==> config.mk <==
export PLATFORM = sky130hd
export DESIGN_NAME = tdm_demux_8ch
export DESIGN_NICKNAME = d
export VERILOG_FILES = /design/src/rtl/tdm_demux_8ch.sv
export SDC_FILE = /design/constraint.sdc
export NUM_CORES = 1
export LEC_CHECK = 0
export ABC_AREA = 1
export BUFFER_PORTS_ARGS = -buffer_cell sky130_fd_sc_hd__buf_2
export CAP_MARGIN = 20
export CORE_AREA = 2 2 71 46
export DETAILED_ROUTE_END_ITERATION = 7
export DIE_AREA = 0 0 73 48
export GPL_ROUTABILITY_DRIVEN = 0
export SLEW_MARGIN = 10
export SYNTH_ARGS = -nofsm -noshare
export SYNTH_HDL_FRONTEND = slang
export SYNTH_SLANG_ARGS = --single-unit
==> constraint.sdc <==
create_clock -name clk -period 2.05 [get_ports clk]
set_clock_uncertainty 0.15 [all_clocks]
set_input_delay 0.41 -clock clk [delete_from_list [all_inputs] [get_ports clk]]
set_output_delay 0.41 -clock clk [all_outputs]
set_load 0.01 [all_outputs]
==> src/rtl/tdm_demux_8ch.sv <==
`default_nettype none
// ============================================================================
// Module   : tdm_demux_8ch
// Brief    : Receive end of an NCH-slot TDM link. Steers serial bits into
//            channel slots and presents each complete frame as a parallel word.
// Revision : 1.0 - initial release
// ============================================================================
module tdm_demux_8ch #(
    parameter int NCH   = 8,
    parameter int SEL_W = 3
) (
    input  logic             clk,
    input  logic             rst,
    input  logic             din,
    input  logic             din_vld,
    input  logic             frame_sync,
    output logic [NCH-1:0]   dout,
    output logic             dout_vld,
    output logic [SEL_W-1:0] slot,
    output logic             locked,
    output logic             sync_err
);

    localparam logic [0:0]       c_hunt = 1'b0;
    localparam logic [0:0]       c_run  = 1'b1;
    localparam logic [SEL_W-1:0] c_zero = '0;
    localparam logic [SEL_W-1:0] c_one  = SEL_W'(1);
    localparam logic [SEL_W-1:0] c_last = SEL_W'(NCH - 1);

    logic [0:0]       r_state;
    logic [0:0]       w_state_nxt;
    logic [SEL_W-1:0] r_slot;
    // The last channel never lands here; it goes straight into dout.
    logic [NCH-2:0]   r_shadow;
    logic [NCH-1:0]   r_dout;
    logic             r_dout_vld;
    logic             r_sync_err;

    logic             w_load_ch0;
    logic             w_store;
    logic             w_done;
    logic             w_err;

    always_ff @(posedge clk) begin
        if (rst) begin
            r_state <= c_hunt;
        end else begin
            r_state <= w_state_nxt;
        end
    end

    always_comb begin
        w_state_nxt = r_state;
        case (r_state)
            c_hunt:  if (din_vld && frame_sync) w_state_nxt = c_run;
            c_run:   w_state_nxt = c_run;
            default: w_state_nxt = c_hunt;
        endcase
    end

    always_comb begin
        w_load_ch0 = 1'b0;
        w_store    = 1'b0;
        w_done     = 1'b0;
        w_err      = 1'b0;
        if (din_vld) begin
            case (r_state)
                c_hunt: w_load_ch0 = frame_sync;
                c_run: begin
                    // A sync away from slot 0 restarts the frame at this bit.
                    if (frame_sync && (r_slot != c_zero)) begin
                        w_err      = 1'b1;
                        w_load_ch0 = 1'b1;
                    end else if (r_slot == c_last) begin
                        w_done = 1'b1;
                    end else begin
                        w_store = 1'b1;
                    end
                end
                default: ;
            endcase
        end
    end

    always_ff @(posedge clk) begin
        if (rst) begin
            r_slot     <= c_zero;
            r_shadow   <= '0;
            r_dout     <= '0;
            r_dout_vld <= 1'b0;
            r_sync_err <= 1'b0;
        end else begin
            r_dout_vld <= w_done;
            r_sync_err <= w_err;
            if (w_load_ch0) begin
                r_shadow[0] <= din;
                r_slot      <= c_one;
            end else if (w_store) begin
                r_shadow[r_slot] <= din;
                r_slot           <= r_slot + c_one;
            end else if (w_done) begin
                r_dout <= {din, r_shadow};
                r_slot <= c_zero;
            end
        end
    end

    assign dout     = r_dout;
    assign dout_vld = r_dout_vld;
    assign slot     = r_slot;
    assign locked   = (r_state == c_run);
    assign sync_err = r_sync_err;

endmodule
`default_nettype wire
==> results.yml <==
setup_path:
  critPathLaunchType: "flip-flop"
  worstPathCellList: "inv_1 -> ha_1 -> nand2_4 -> nand2_4 -> nand2_4 -> inv_2 -> nand2_1 -> nand2_1 -> nand2_1 -> nor2_1"
  path_buf_inv: 2
  critical_path.max_stage_delay_ns: 0.46
  crit_family: "simple AND/OR/NAND/NOR gates"
  path_max_fanout: 12
  r2r-end: "r_shadow[6]"
  worst-endpoint-arrival_ns: 1.76
  worst-r2r-cell-count: 10
  path_class: "reg2reg"
  cp_slowest_cell: "dfxtp_1"
  cp_data_required_time_ns: 2.07
  cp.depth: 10
  end_kind: "flip-flop"
  regToRegStartpoint: "slot[0]"
  rrSetupSlack_ns: 0.31
detailed_routing:
  post_drt_wl_per_cell_um: 11.38
  drt_iter0_drc: 17
  antenna_left: 0
  dr.pass1.iters: 4
  vias_per_cell: 4.770
  route.detailed.drc: 0
  drt-total-wl_mm: 2.083
  vias: 873
grt:
  grt_max_degree: 13
  grtUsageTotal_pct: 12.25
  grt.overflow.total: 0
  grt_pass1_wl_mm: 3.208
  grt_pass1_vias: 732
  antenna_found_initial: 0
sta:
  tightest_slew_ns: 0.2675
  min_period_ns: 1.744
  slew_headroom_pct: 82.05
  timing_max_transition_violations_final: 0
  rsz0062_at_grt: "false"
  setup_violations: 0
  hold_viol: 0
  max_freq_ghz: 0.5735
  whs_ns: 0.2709
  tns_ns: 0
  period_share_pct: 85.06
outcome:
  status: "completed"
clocking:
  cts_tree: "done"
  path_clk_slew_ns: 0.08
  cts_max_path_buffers: 2
  clock_latency_ns: 0.26
  htree_levels: 1
  cts.sinks: 21
  postCtsHoldBufs: 0
  post_cts_buffers: 0
  clockRootBuffer: "clkbuf_8"
  cts_buffers: 3
  post_cts_resized: 0
floorplanning:
  start_util_pct: 34.32
  rows: 15
  ios: 19
  die_area_sq_mm: 0.003504
  die-height_um: 48
  die_x_um: 73
  core_sq_mm: 0.002796
synth:
  synth_seq_area_share_pct: 43.81
  synth.area.top_cells: "dfxtp_1 (44%), nand2_1 (14%), nor2_1 (8.2%)"
  ys.warnings.count: 0
  synth_compound_area_share_pct: 6.519
  synth_top_area_share_pct: 43.81
  synth_simple_gate_area_share_pct: 39.50
  synthArstFlopShare_pct: 0
  synth_nets: 137
  syn_inst: 129
  synth_xor_area_share_pct: 0
  synth_cell_types: 19
  synth-edff-count: 0
  synth-seq-cells: 21
  yosysMostFrequentCell: "nand2_1"
  synthFlopType: "dfxtp_1"
  yosysTopAreaCell: "dfxtp_1"
  synth_common_cells: "nand2_1 (35), dfxtp_1 (21), nor2_1 (21), a21oi_1 (9), nand3_1 (9)"
  synth_fa_ha_area_share_pct: 3.911
  synth_top_family_by_area: "simple AND/OR/NAND/NOR gates"
  postSynthAreaPerCell_sq_um: 7.439
  syn-cell-area_sq_um: 959.7
  synth_mux_area_share_pct: 0
hold_path:
  holdCritStartpoint: "din"
  min_path_cells: 3
  min_to: "r_shadow[6]"
  worstHoldPathType: "in2reg"
power_and_ir_drop:
  power.total_mw: 0.7617
  peakVddDrop_v: 0.0002220
  powerDensity_mw_per_mm2: 677.9
  p_leak_nw: 0.5014
cells_and_area:
  final_cells: 183
  finalNetCount: 158
  antenna_cells: 0
  layout-drive-gt1-share_pct: 22.82
  area_delta_synth_final_pct: 17.08
place:
  dp_hpwl_mm: 1.580
  dpl.cell_count: 179
  io_buffers: 18
run:
  max-cap-violations: 0
## worst max path at each step
stage / from / to / slack (ns)
after CTS: slot[0] / r_shadow[6] / 0.32
after global routing: slot[1] / r_shadow[3] / 0.18
final: slot[0] / r_shadow[6] / 0.31
after floorplan: slot[0] / r_shadow[3] / 0.39
after detailed placement: slot[0] / r_shadow[6] / 0.32
after global placement: slot[0] / r_shadow[6] / 0.38
## worst min-delay path: stages
cell    delay, ns
buf_2        0.10
nor2_1       0.05
nor2_1       0.09
## cells in the final DEF (no fill, tap or decap), types with 2 or more instances in the layout
master / count
dfxtp_1: 21
nand2_1: 35
inv_1: 6
a21oi_1: 9
nor2_1: 21
a21oi_2: 2
nand3_1: 9
clkbuf_8: 3
nand2_4: 3
buf_2: 18
inv_2: 3
ha_1: 3
nand4_1: 8
nor3_1: 2
## layer usage
layer | global-route usage, % | wire [um] | share of wire [%] | up-vias
met2 | 19.10 | 902 | 43 | 18
met1 | 16.27 | 1062 | 51 | 395
li1 | - | - | - | 458
met4 | 3.333 | 8 | 0.38 | 0
met3 | 4.421 | 109 | 5.2 | 2
met5 | 0 | 0 | 0 | -
## final cells by class
| class | count | area (sq um) |
|---|---|---|
| fill | 294 | 1673 |
| multi-input combinational | 95 | 479.2 |
| sequential | 21 | 420.4 |
| timing repair buffer | 19 | 97.59 |
| tap | 34 | 42.54 |
| clock buffer | 3 | 41.29 |
| inverter | 10 | 37.54 |
| clock inverter | 1 | 5.005 |
## flip-flops by register name, summed over array words and instances, names as in the netlist
register	count
locked	1
dout_vld	1
slot	3
r_shadow	7
dout	8
sync_err	1
## per-stage QoR
step / util [%] / worst slack, ns / cell area, sq um
after detailed placement: 38.52 / 0.3165 / 1077
after global placement: 38.52 / 0.3800 / 1077
after CTS: 40.18 / 0.3222 / 1124
final: 40.18 / 0.3063 / 1124
after floorplan: - / 0.3902 / 959.7
after global routing: 40.18 / 0.1822 / 1124
## where the power goes
group          internal (mW)  total [mW]  switching (mW)
registers              0.414       0.420         0.00662
logic                 0.0220      0.0682          0.0462
clock network          0.135       0.273           0.138
## cell families (layout without fill, tap and decap cells)
kind of cell / after synthesis / in the layout
DFF: 21 / 21
buffers and inverters: 13 / 33
adders and majority gates: 3 / 3
AOI/OAI and AO/OA: 11 / 11
and+or+nand+nor: 81 / 81
(Power assumes the default switching activity.)
